<file path="src/rtl/dac_arb_pkg.sv">
// Shared types and the round-robin pick function for the DAC sample arbiter.
package dac_arb_pkg;

  localparam int unsigned MAX_CH     = 8;
  localparam int unsigned MAX_CH_W   = 3;
  localparam int unsigned XFER_CNT_W = 16;

  typedef enum logic [0:0] {
    ARB   = 1'b0,
    OFFER = 1'b1
  } arb_state_e;

  // First set bit of req at or after ptr, wrapping modulo n; returns 0 when req is empty.
  function automatic logic [MAX_CH_W-1:0] rr_pick(
    input logic [MAX_CH-1:0]   req,
    input logic [MAX_CH_W-1:0] ptr,
    input int unsigned         n
  );
    logic [MAX_CH_W-1:0] idx;
    logic [MAX_CH_W-1:0] cand;
    logic                found;
    idx   = '0;
    found = 1'b0;
    for (int unsigned k = 0; k < MAX_CH; k++) begin
      cand = MAX_CH_W'((32'(ptr) + k) % n);
      if ((k < n) && !found && req[cand]) begin
        idx   = cand;
        found = 1'b1;
      end
    end
    return idx;
  endfunction

endpackage

</file>
<file path="src/rtl/dac_arb_rr_picker.sv">
// Combinational rotate-priority encoder: picks the next requesting channel from the rr pointer.
module dac_arb_rr_picker
  import dac_arb_pkg::*;
#(
  parameter int unsigned NUM_CH = 4,
  parameter int unsigned CH_W   = $clog2(NUM_CH)
) (
  input  logic [NUM_CH-1:0] req,
  input  logic [CH_W-1:0]   ptr,
  output logic [CH_W-1:0]   idx_c,
  output logic              any_c
);

  assign idx_c = CH_W'(rr_pick(MAX_CH'(req), MAX_CH_W'(ptr), NUM_CH));
  assign any_c = |req;

endmodule

</file>
<file path="src/rtl/dac_sample_arbiter.sv">
// Round-robin scheduler sharing one SPI DAC driver among NUM_CH stream sources.
// Define DAC_ARB_HOLD_LAST_EN to re-offer the last sent sample whenever no source is pending.
module dac_sample_arbiter
  import dac_arb_pkg::*;
#(
  parameter int unsigned NUM_CH = 4,
  parameter int unsigned DATA_W = 16,
  parameter int unsigned CH_W   = $clog2(NUM_CH)
) (
  input  logic                     mclk,
  input  logic                     rst_n,
  input  logic [NUM_CH-1:0]        s_axis_valid,
  output logic [NUM_CH-1:0]        s_axis_ready,
  input  logic [NUM_CH*DATA_W-1:0] s_axis_data,
  input  logic [NUM_CH-1:0]        ch_enable,
  output logic                     dac_valid,
  input  logic                     dac_ready,
  output logic [DATA_W-1:0]        dac_data,
  output logic [CH_W-1:0]          grant_ch,
  output logic [XFER_CNT_W-1:0]    xfer_cnt
);

  arb_state_e            state, state_n;
  logic [DATA_W-1:0]     buf_q [NUM_CH];
  logic [DATA_W-1:0]     buf_n [NUM_CH];
  logic [NUM_CH-1:0]     s_axis_ready_n;
  logic                  dac_valid_n;
  logic [DATA_W-1:0]     dac_data_n;
  logic [CH_W-1:0]       grant_ch_n;
  logic [XFER_CNT_W-1:0] xfer_cnt_n;
  logic [CH_W-1:0]       rr_ptr, rr_ptr_n;

  logic [NUM_CH-1:0]     full;
  logic [NUM_CH-1:0]     load;
  logic [NUM_CH-1:0]     req;
  logic [CH_W-1:0]       pick_idx;
  logic                  pick_any;
  logic                  handshake;

`ifdef DAC_ARB_HOLD_LAST_EN
  logic                  sent_any, sent_any_n;
  logic                  is_repeat, is_repeat_n;
`endif

  // A buffer is full exactly when its ready is low.
  assign full      = ~s_axis_ready;
  assign load      = s_axis_valid & s_axis_ready;
  assign req       = full & ch_enable;
  assign handshake = dac_valid & dac_ready;

  dac_arb_rr_picker #(
    .NUM_CH (NUM_CH),
    .CH_W   (CH_W)
  ) u_picker (
    .req   (req),
    .ptr   (rr_ptr),
    .idx_c (pick_idx),
    .any_c (pick_any)
  );

  // Next-state and next-output logic.
  always_comb begin
    state_n        = state;
    buf_n          = buf_q;
    s_axis_ready_n = s_axis_ready & ~load;
    dac_valid_n    = dac_valid;
    dac_data_n     = dac_data;
    grant_ch_n     = grant_ch;
    xfer_cnt_n     = xfer_cnt;
    rr_ptr_n       = rr_ptr;
`ifdef DAC_ARB_HOLD_LAST_EN
    sent_any_n     = sent_any;
    is_repeat_n    = is_repeat;
`endif

    for (int i = 0; i < NUM_CH; i++) begin
      if (load[i]) begin
        buf_n[i] = s_axis_data[i*DATA_W +: DATA_W];
      end
    end

    case (state)
      ARB: begin
        if (pick_any) begin
          dac_data_n               = buf_q[pick_idx];
          s_axis_ready_n[pick_idx] = 1'b1;
          grant_ch_n               = pick_idx;
          dac_valid_n              = 1'b1;
          state_n                  = OFFER;
`ifdef DAC_ARB_HOLD_LAST_EN
          is_repeat_n              = 1'b0;
        end else if (sent_any) begin
          // dac_data/grant_ch still hold the last sent sample.
          dac_valid_n              = 1'b1;
          is_repeat_n              = 1'b1;
          state_n                  = OFFER;
`endif
        end else begin
          dac_valid_n              = 1'b0;
        end
      end

      OFFER: begin
        if (handshake) begin
          dac_valid_n = 1'b0;
          xfer_cnt_n  = xfer_cnt + XFER_CNT_W'(1);
          rr_ptr_n    = (grant_ch == CH_W'(NUM_CH - 1)) ? '0 : grant_ch + CH_W'(1);
          state_n     = ARB;
`ifdef DAC_ARB_HOLD_LAST_EN
          sent_any_n  = 1'b1;
          if (is_repeat) begin
            rr_ptr_n  = rr_ptr;
          end
`endif
        end
      end

      default: begin
        dac_valid_n = 1'b0;
        state_n     = ARB;
      end
    endcase
  end

  // State and output registers.
  always_ff @(posedge mclk or negedge rst_n) begin
    if (!rst_n) begin
      state        <= ARB;
      s_axis_ready <= '1;
      dac_valid    <= 1'b0;
      dac_data     <= '0;
      grant_ch     <= '0;
      xfer_cnt     <= '0;
      rr_ptr       <= '0;
      for (int i = 0; i < NUM_CH; i++) begin
        buf_q[i] <= '0;
      end
`ifdef DAC_ARB_HOLD_LAST_EN
      sent_any     <= 1'b0;
      is_repeat    <= 1'b0;
`endif
    end else begin
      state        <= state_n;
      s_axis_ready <= s_axis_ready_n;
      dac_valid    <= dac_valid_n;
      dac_data     <= dac_data_n;
      grant_ch     <= grant_ch_n;
      xfer_cnt     <= xfer_cnt_n;
      rr_ptr       <= rr_ptr_n;
      for (int i = 0; i < NUM_CH; i++) begin
        buf_q[i] <= buf_n[i];
      end
`ifdef DAC_ARB_HOLD_LAST_EN
      sent_any     <= sent_any_n;
      is_repeat    <= is_repeat_n;
`endif
    end
  end

endmodule

</file>
<file path="config.mk">
export PLATFORM = sky130hd
export DESIGN_NAME = dac_sample_arbiter
export DESIGN_NICKNAME = d
export VERILOG_FILES = /design/src/rtl/dac_arb_pkg.sv /design/src/rtl/dac_arb_rr_picker.sv /design/src/rtl/dac_sample_arbiter.sv
export SDC_FILE = /design/constraint.sdc
export NUM_CORES = 1
export LEC_CHECK = 0
export CAP_MARGIN = 20
export CELL_PAD_IN_SITES_DETAIL_PLACEMENT = 1
export CELL_PAD_IN_SITES_GLOBAL_PLACEMENT = 2
export CORE_MARGIN = 10
export CORE_UTILIZATION = 30
export DETAILED_ROUTE_END_ITERATION = 7
export HOLD_SLACK_MARGIN = 0.12
export PLACE_DENSITY_LB_ADDON = 0.1
export REMOVE_ABC_BUFFERS = 1
export SYNTH_ARGS = -nofsm -noshare
export SYNTH_HDL_FRONTEND = slang
export SYNTH_HIERARCHICAL = 1
export SYNTH_SLANG_ARGS = --single-unit
</file>
<file path="constraint.sdc">
create_clock -name mclk -period 2.35 [get_ports mclk]
set_input_delay 0.705 -clock mclk [delete_from_list [all_inputs] [get_ports mclk]]
set_output_delay 0.705 -clock mclk [all_outputs]
set_load 0.005 [all_outputs]
</file>
Yosys cells after proc, flatten, opt, wreduce, memory -nomap -nowiden --
Cells that the tools add are included.
Storage, ports and cells: output and inout bits 39, bits of input ports 75, register bits after elaboration 106, logic and storage cells 72
Cells by class: bitwise logic cells 9, equal/unequal tests 2, add/subtract/negate cells 5, $lt $le $gt $ge 7, reductions and logical operators 10, multiplexer cells 28
Operators with widths (count):
- 16-bit binary-select mux with 2-bit select | 1
- 16-bit two-way mux | 2
- 16-bit by 1-bit adder with 16-bit output (second input constant) | 1
- 2-bit by 4-bit less-than comparator with 1-bit output (second input constant) | 4
- 4-bit AND | 3
- 1-bit two-way mux | 11
- 2-bit two-way mux | 5
- 1-bit binary-select mux with 2-bit select | 4
- 4-bit two-way mux | 2
- 4-bit NOT | 2
- 2-bit by 1-bit adder with 2-bit output (second input constant) | 2
- 2-bit adder (second input constant) | 2
- 1-bit logical AND | 4
- 4-bit bitwise OR | 1
- 1-bit case mux with 2 select lines | 2
- 2-bit AND reduction | 2
- 4-bit OR reduction | 1
- 3-bit greater-or-equal comparator (second input constant) | 1
- 1-bit zero test | 3
- 2-bit by 3-bit less-than comparator with 1-bit output (second input constant) | 1
- 2-bit NOT with 3-bit output | 1
- 1-bit demux with 2-bit select | 1
- 2-bit == test (second input constant) | 1
- 2-bit by 1-bit greater-or-equal comparator with 1-bit output (second input constant) | 1
- other kinds (3) | 3

Logic depth before layout (Yosys ltp) --
Gate-level depths: netlist (run 1).
depth after elaboration 21, depth in mapped cells 9, mapped depth without buffers 7

Cells and area by module --
Netlist (run 1), hierarchy kept.
By module, submodules not included:
- dac_sample_arbiter | seq. area each 2657.5 µm², instances 1, cells an instance 320, area each 4523.1 µm²
- dac_arb_rr_picker | seq. area each 0.0 µm², instances 1, cells an instance 15, area each 77.6 µm²

Worst setup path before layout (run 1) --
No wires, ideal clock.
kind input to register, from input ch_enable[1], to register dac_data[10], buffers on the path 2, arrival time 2342 ps, stages 9, required time 2233 ps, setup slack -109 ps, library setup time 117 ps, path through nor2b_1 > inv_1 > a221o_1 > a21oi_1 > buf_6 > buf_12 > mux4_2 > nand2_1 > nand2_1
On the way: word-level cells in the longest chain between the ends 17, elaborated cells between the ends (all ways) 28, those cells by class 18 x mux; 2 x bitwise; 8 x reduce/logical
RTL lines:
- from (decl) | line dac_sample_arbiter.sv:15 | input logic [NUM_CH-1:0] ch_enable,
- 4-bit AND * | line dac_sample_arbiter.sv:48 | assign req = full & ch_enable;
- 1-bit binary-select mux with 2-bit select | line dac_arb_pkg.sv:26 | if ((k < n) && !found && req[cand]) begin
- 1-bit two-way mux (not written as such) | line dac_arb_pkg.sv:26
- 1-bit two-way mux | line dac_arb_pkg.sv:26
- 1-bit zero test | line dac_arb_pkg.sv:26
- 1-bit logical AND | line dac_arb_pkg.sv:26
- 1-bit two-way mux | line dac_arb_pkg.sv:26
- 1-bit zero test | line dac_arb_pkg.sv:26
- 1-bit logical AND | line dac_arb_pkg.sv:26
- 1-bit two-way mux | line dac_arb_pkg.sv:26
- 1-bit zero test | line dac_arb_pkg.sv:26
- 1-bit logical AND | line dac_arb_pkg.sv:26
- 2-bit two-way mux * | line dac_arb_pkg.sv:26
- net pick_idx[0] | line dac_sample_arbiter.sv:36 | logic [CH_W-1:0] pick_idx;
- 2-bit NOT with 3-bit output (not written as such) * | line dac_sample_arbiter.sv:85 | dac_data_n = buf_q[pick_idx];
- 16-bit binary-select mux with 2-bit select * | line dac_sample_arbiter.sv:85
- 16-bit two-way mux (not written as such) * (2 in series) | line dac_sample_arbiter.sv:85
- to (signal assigned) | line dac_sample_arbiter.sv:146 | dac_data <= dac_data_n;
- to (decl) | line dac_sample_arbiter.sv:18 | output logic [DATA_W-1:0] dac_data,
Mark *: on every way through the listed nets, which the timed path passes. The rest lies on a longest branch. The select of a mux whose other input is x is not followed. A chain may end at the register's enable or synchronous reset.

Worst setup path after layout (run 1) --
from register s_axis_ready[2], to register dac_data[4]
On the way: word-level cells in the longest chain between the ends 18, elaborated cells between the ends (all ways) 29, those cells by class 18 x mux; 3 x bitwise; 8 x reduce/logical
RTL lines:
- from (decl) | line dac_sample_arbiter.sv:13 | output logic [NUM_CH-1:0] s_axis_ready,
- from (signal assigned) | line dac_sample_arbiter.sv:144 | s_axis_ready <= s_axis_ready_n;
- 4-bit NOT * | line dac_sample_arbiter.sv:46 | assign full = ~s_axis_ready;
- 4-bit AND * | line dac_sample_arbiter.sv:48
- net req[2] | line dac_sample_arbiter.sv:35 | logic [NUM_CH-1:0] req;
- 1-bit binary-select mux with 2-bit select | line dac_arb_pkg.sv:26
- 1-bit two-way mux (not written as such) | line dac_arb_pkg.sv:26
- 1-bit two-way mux | line dac_arb_pkg.sv:26
- 1-bit zero test | line dac_arb_pkg.sv:26
- 1-bit logical AND | line dac_arb_pkg.sv:26
- (+3 left out)
- 1-bit two-way mux | line dac_arb_pkg.sv:26
- 1-bit zero test | line dac_arb_pkg.sv:26
- 1-bit logical AND | line dac_arb_pkg.sv:26
- 2-bit two-way mux * | line dac_arb_pkg.sv:26
- net pick_idx[0] | line dac_sample_arbiter.sv:36
- 2-bit NOT with 3-bit output (not written as such) * | line dac_sample_arbiter.sv:85
- 16-bit binary-select mux with 2-bit select * | line dac_sample_arbiter.sv:85
- 16-bit two-way mux (not written as such) * (2 in series) | line dac_sample_arbiter.sv:85
Marks and branches as above.

==> flow_metrics.tcl, run 1 <==
set metrics [dict create \
    start_util 0.3049 \
    slew_viol_final 0 \
    maxSlewHeadroom 0.6737 \
    reg2reg_depth 8 \
    fmax_ghz 0.4443 \
    overflow 0 \
    syn2layout_area_growth_pct 43.62 \
    wl_um 13300 \
    clock_latency_ns 0.35 \
    worst_path_largest_cell_delay_ns 0.59 \
    outcome "completed" \
    comb_power_share 0.357 \
    multi_input_area_um2 1841 \
    num_vias 3200 \
    most-common-layout-cells "clkdlybuf4s50_1, dfrtp_1, mux2_2" \
    synth_area_leaders "dfrtp_1, mux2_2, mux4_1" \
    p_sw_frac 0.2910 \
    die-width_um 143.8 \
    clock_skew_ns 0.01018 \
    drive_gt1_frac 0.3176 \
    yosysWarnings 6 \
    cts_made_buffers 9 \
    ant_nets 0 \
    die_area_um2 20690 \
    cp-end-kind "flip-flop" \
    regArea_um2 2658 \
    synth_top_area_share 0.5548 \
    finalCritPeriodShare 0.9578 \
    p_sw_mw 2.054 \
    portBuffers 113 \
    worstMarginPinSlew_ns 0.4895 \
    cts_max_path_buffers 2 \
    rsz0062_at_grt "no" \
    ys_ff_latch 106 \
    startpoint_type "flip-flop" \
    final_common_cell "clkdlybuf4s50_1" \
    cp_max_fo 5 \
    syn_area_per_cell_um2 13.73 \
    p_leak_nw 2.894 \
    root_buffer "clkbuf_16" \
    seqPwrFrac 0.433 \
    cp_num_cells 8 \
    cts_tree "done" \
    grt_pass1_wl_um 20880 \
    n_antenna_cell 0 \
    num_io_pins 114 \
    internal_power_mw 5.004 \
    setup_violations 0 \
    drt_iter0_markers 134 \
    yosysUniqueCellTypes 32 \
    wl_per_cell_um 19.67 \
    required_ns 2.60 \
    period_needed_ns 2.251 \
    maxCapViolCount 0 \
    clkSinkCount 106 \
    clkTransAtPathRegs_ns 0.07 \
    crit_type "reg -> reg" \
    pwr-share-clk 0.210 \
    antenna_found_initial 0 \
    synthCells 335 \
    power_density_nw_per_um2 1068 \
    hp-class "in -> async" \
    coreArea_um2 15090 \
    total_power_mw 7.058 \
    first_global_vias 3630 \
    hold_viol_final 0 \
    crit_arrival_ns 2.50 \
    crit_path_cell_trace "nor2b_4 -> a221o_1 -> a21oi_4 -> buf_12 -> buf_12 -> mux4_2 -> nand2_1 -> nand2_1" \
    ys_seq_area_frac 0.5776 \
    drc 0 \
    drt_pass1_iterations 4 \
    crit_family "compound AO/OA/AOI/OAI gates" \
    hpwl_um 9533 \
    cts_hold_buffers 0 \
    crit_buf_inv 2 \
    grt_util_all_layers 0.1339 \
    ir_drop_uv 369.2 \
    slowest_stage "dfstp_2" \
    whs_ns 0.3101 \
    fill_cells 1588 \
    place_congestion 0.7463 \
    die_y_um 143.8 \
    htreeDepth 3 \
    fp-row-count 45 \
    synthesis.area_um2 4601 \
    nNetsFinal 560 \
    grt_max_degree 34 \
    via_per_inst 4.734 \
    synth_largest_area_cell "dfrtp_1" \
]
## logic make-up (layout without fill, tap and decap cells)
| family | count (synthesis) | after routing | synth area share |
|---|---|---|---|
| compound gates | 14 | 14 | 0.01985 |
| flops | 106 | 106 | 0.5776 |
| simple gates | 93 | 93 | 0.09465 |
| mux | 82 | 82 | 0.2472 |
| xor+xnor | 15 | 15 | 0.02856 |
| fa+ha+maj | 2 | 2 | 0.005438 |
| buf+inv | 23 | 176 | 0.02665 |
## stage by stage
step / utilization / std cells / instance area (um2) / TNS (ns) / setup WS (ns)
floorplan: - / 322 / 4516 / -20.66 / -1.120
global placement: 0.4109 / 650 / 6200 / -11.54 / -0.6765
detailed placement: 0.4109 / 650 / 6200 / -11.92 / -0.7015
CTS: 0.4378 / 675 / 6606 / 0 / 0.01696
global route: 0.4379 / 676 / 6608 / 0 / 0.004770
finish: 0.4379 / 676 / 6608 / 0 / 0.09919
## final cells by class
type                    count  share of cell area
multi-input cells         206              0.2785
flip-flops and latches    106              0.4022
repair buffers            150              0.2348
clock buffers              10             0.03617
clock inverters             6            0.007006
well taps                 188             0.03560
inverters                  10            0.005681
## sequential cells by signal (all words and copies together) (netlist names)
name	cells
xfer_cnt	16
buf_q	64
grant_ch	2
state	1
rr_ptr	2
dac_data	16
s_axis_ready	4
dac_valid	1
## cell usage after synthesis, drive strengths merged
library cell	count
mux4	16
o22ai	2
ha	2
mux2	66
and3	1
dfrtp	102
o221ai	1
inv	10
and4	3
dfstp	4
xnor2	13
clkbuf	1
o32ai	2
a221o	1
nand2b	2
a21oi	4
nand2	63
xor2	2
o31ai	1
nand4	4
buf	12
nor3	2
nor2	5
nand3	8
o21ai	3
nor2b	5
## path summary, 6_finish.rpt
path | from | endpoint | slack (ns)
worst min-delay path | rst_n | dac_data[7]$_DFFE_PN0P_ | 0.31
worst max-delay path | s_axis_ready[2]$_DFF_PN1_ | dac_data[4]$_DFFE_PN0P_ | 0.1
min in group mclk | xfer_cnt[15]$_DFFE_PN0P_ | xfer_cnt[15]$_DFFE_PN0P_ | 0.47
worst max register to register | s_axis_ready[2]$_DFF_PN1_ | dac_data[4]$_DFFE_PN0P_ | 0.1
max in group asynchronous | rst_n | buf_q[25]$_DFFE_PN0P_ | 1.47
worst min register to register | xfer_cnt[15]$_DFFE_PN0P_ | xfer_cnt[15]$_DFFE_PN0P_ | 0.47
## power groups by stage
stage	sequential, mW	combinational, mW	clock, mW
after CTS	3.06	2.58	1.54
after floorplan	2.91	1.29	0
after global routing	3.15	2.77	1.62
after global placement	3.04	2.28	0
final	3.05	2.52	1.48
after detailed placement	3.06	2.34	0
## timing repair
item	4_1_cts	5_1_grt
setup buffers	8	1
setup endpoints to repair	16	16
pin swaps	5	5
resized for setup	27	5
gates cloned	1	0
## per-layer routing
metal / track usage / up-vias / share of wire / routed length (um)
met5: 0 / - / 0 / 0
met4: 0.04836 / 0 / 0.014 / 183
met3: 0.03498 / 13 / 0.051 / 673
met2: 0.2180 / 75 / 0.49 / 6566
met1: 0.1672 / 1644 / 0.44 / 5876
li1: - / 1468 / - / -
No activity file was read; power rests on OpenSTA's default activity.
==> run 2: changes to the inputs <==
--- a/config.mk
+++ b/config.mk
@@ -10,10 +10,12 @@
 export CELL_PAD_IN_SITES_GLOBAL_PLACEMENT = 2
 export CORE_MARGIN = 10
 export CORE_UTILIZATION = 30
+export CTS_CLUSTER_SIZE = 14
 export DETAILED_ROUTE_END_ITERATION = 7
 export HOLD_SLACK_MARGIN = 0.12
 export PLACE_DENSITY_LB_ADDON = 0.1
 export REMOVE_ABC_BUFFERS = 1
+export SLEW_MARGIN = 40
 export SYNTH_ARGS = -nofsm -noshare
 export SYNTH_HDL_FRONTEND = slang
 export SYNTH_HIERARCHICAL = 1
==> results of run 2 <==
No change in the layout: final DEF, timing and power equal those of run 1.
==> run 3: changes to the inputs <==
--- a/config.mk
+++ b/config.mk
@@ -13,6 +13,7 @@
 export CTS_CLUSTER_SIZE = 14
 export DETAILED_ROUTE_END_ITERATION = 7
 export HOLD_SLACK_MARGIN = 0.12
+export MAX_ROUTING_LAYER = met4
 export PLACE_DENSITY_LB_ADDON = 0.1
 export REMOVE_ABC_BUFFERS = 1
 export SLEW_MARGIN = 40
==> flow_metrics.tcl, run 3 (synthesis gave the netlist of run 1 again) <==
set metrics [dict create \
    grt_util_all_layers 0.1374 \
    crit_family "compound AO/OA/AOI/OAI gates" \
    finalCritPeriodShare 0.9578 \
    multi_input_area_um2 1841 \
    clock_skew_ns 0.01142 \
    cts_tree "done" \
    wl_um 13280 \
    grt_pass1_wl_um 20870 \
    nNetsFinal 560 \
    num_vias 3192 \
    antenna_found_initial 0 \
    drc 0 \
    grt.met3_usage 0.02706 \
    cp-end-kind "flip-flop" \
    placed_cells 650 \
    crit_start "s_axis_ready[2]$_DFF_PN1_" \
    p_leak_nw 2.894 \
    cts_max_path_buffers 2 \
    die_y_um 143.8 \
    final-instance-count-excl-fill 676 \
    cts_made_buffers 9 \
    outcome "completed" \
    largest_register_ff_count 64 \
    portBuffers 113 \
    via_per_inst 4.722 \
    rsz0062_at_grt "no" \
    drive_gt1_frac 0.3176 \
    start_util 0.3049 \
    htreeDepth 3 \
    crit_path_cell_trace "nor2b_4 -> a221o_1 -> a21oi_4 -> buf_12 -> buf_12 -> mux4_2 -> nand2_1 -> nand2_1" \
    first_global_vias 3637 \
    num_io_pins 114 \
    fill_cells 1588 \
    cts_hold_buffers 0 \
    crit_type "reg -> reg" \
    r2r-start "s_axis_ready[2]$_DFF_PN1_" \
    whs_ns 0.3114 \
    fmax_ghz 0.4443 \
    clkSinkCount 106 \
    clock_latency_ns 0.35 \
    cp_max_fo 5 \
    crit_arrival_ns 2.50 \
    worst_path_largest_cell_delay_ns 0.59 \
    power_density_nw_per_um2 1069 \
    hpwl_um 9533 \
    slew_viol_final 0 \
    grt_max_degree 34 \
    die-width_um 143.8 \
    maxSlewHeadroom 0.6719 \
    final_common_cell "clkdlybuf4s50_1" \
    ant_nets 0 \
    top_register "buf_q" \
    use_met1 0.1713 \
    drt_iter0_markers 130 \
    hp-class "in -> async" \
    slowest_stage "dfstp_2" \
    die_area_um2 20690 \
    required_ns 2.60 \
    root_buffer "clkbuf_16" \
    maxCapViolCount 0 \
    drt_pass1_iterations 4 \
    overflow 0 \
    grt_util_met2 0.2182 \
    syn2layout_area_growth_pct 43.62 \
    grt_busiest_layer "met2" \
    coreArea_um2 15090 \
    reg.largest.list "buf_q (64), dac_data (16), xfer_cnt (16)" \
    most-common-layout-cells "clkdlybuf4s50_1, dfrtp_1, mux2_2" \
    regArea_um2 2658 \
    place_congestion 0.7546 \
    period_needed_ns 2.251 \
    fp-row-count 45 \
    wl_per_cell_um 19.64 \
    crit_buf_inv 2 \
    clkTransAtPathRegs_ns 0.07 \
    n_antenna_cell 0 \
    hold_viol_final 0 \
    startpoint_type "flip-flop" \
    worstMarginPinSlew_ns 0.4922 \
    setup_violations 0 \
    ir_drop_uv 370.6 \
]
[run 3: through the flow]
step | setup WS, ns | util | setup TNS, ns | total power, mW | cell area, um2
finish | 0.09913 | 0.4379 | 0 | 7.062 | 6608
global route | 0.004772 | 0.4379 | 0 | 7.537 | 6608
CTS | 0.01696 | 0.4378 | 0 | 7.177 | 6606
detailed placement | -0.7015 | 0.4109 | -11.92 | 5.399 | 6200
global placement | -0.6765 | 0.4109 | -11.54 | 5.322 | 6200
floorplan | -1.120 | - | -20.66 | 4.197 | 4516
[run 3: area by class of cell]
cell class              count  area share
flip-flops and latches    106      0.4022
multi-input cells         206      0.2785
repair buffers            150      0.2348
clock buffers              10     0.03617
well taps                 188     0.03560
clock inverters             6    0.007006
inverters                  10    0.005681
[run 3: what timing repair did]
action / in CTS / in global routing
buffers inserted: 8 / 1
setup endpoints to repair: 16 / 16
resized for setup: 27 / 5
pin swaps: 5 / 5
gates cloned: 1 / 0
[run 3: where the power goes]
part           total [mW]  internal (mW)  switching (mW)
clock network        1.48          0.759           0.726
logic                2.53           1.67           0.850
registers            3.05           2.57           0.481
total                7.06           5.00            2.06
[run 3: final timing paths]
path | endpoint | slack [ns] | depth (start not counted)
max | dac_data[4]$_DFFE_PN0P_ | 0.1 | 8
min | dac_data[7]$_DFFE_PN0P_ | 0.31 | 1
max reg2reg | dac_data[4]$_DFFE_PN0P_ | 0.1 | 8
min reg2reg | xfer_cnt[15]$_DFFE_PN0P_ | 0.47 | 1
max in group asynchronous | buf_q[25]$_DFFE_PN0P_ | 1.47 | 2
min in group mclk | xfer_cnt[15]$_DFFE_PN0P_ | 0.47 | 1
[run 3: metal layers]
metal,vias up,part of all wire
met1,1633,0.46
met4,0,0.014
met5,-,0
met2,72,0.49
li1,1473,-
met3,14,0.037
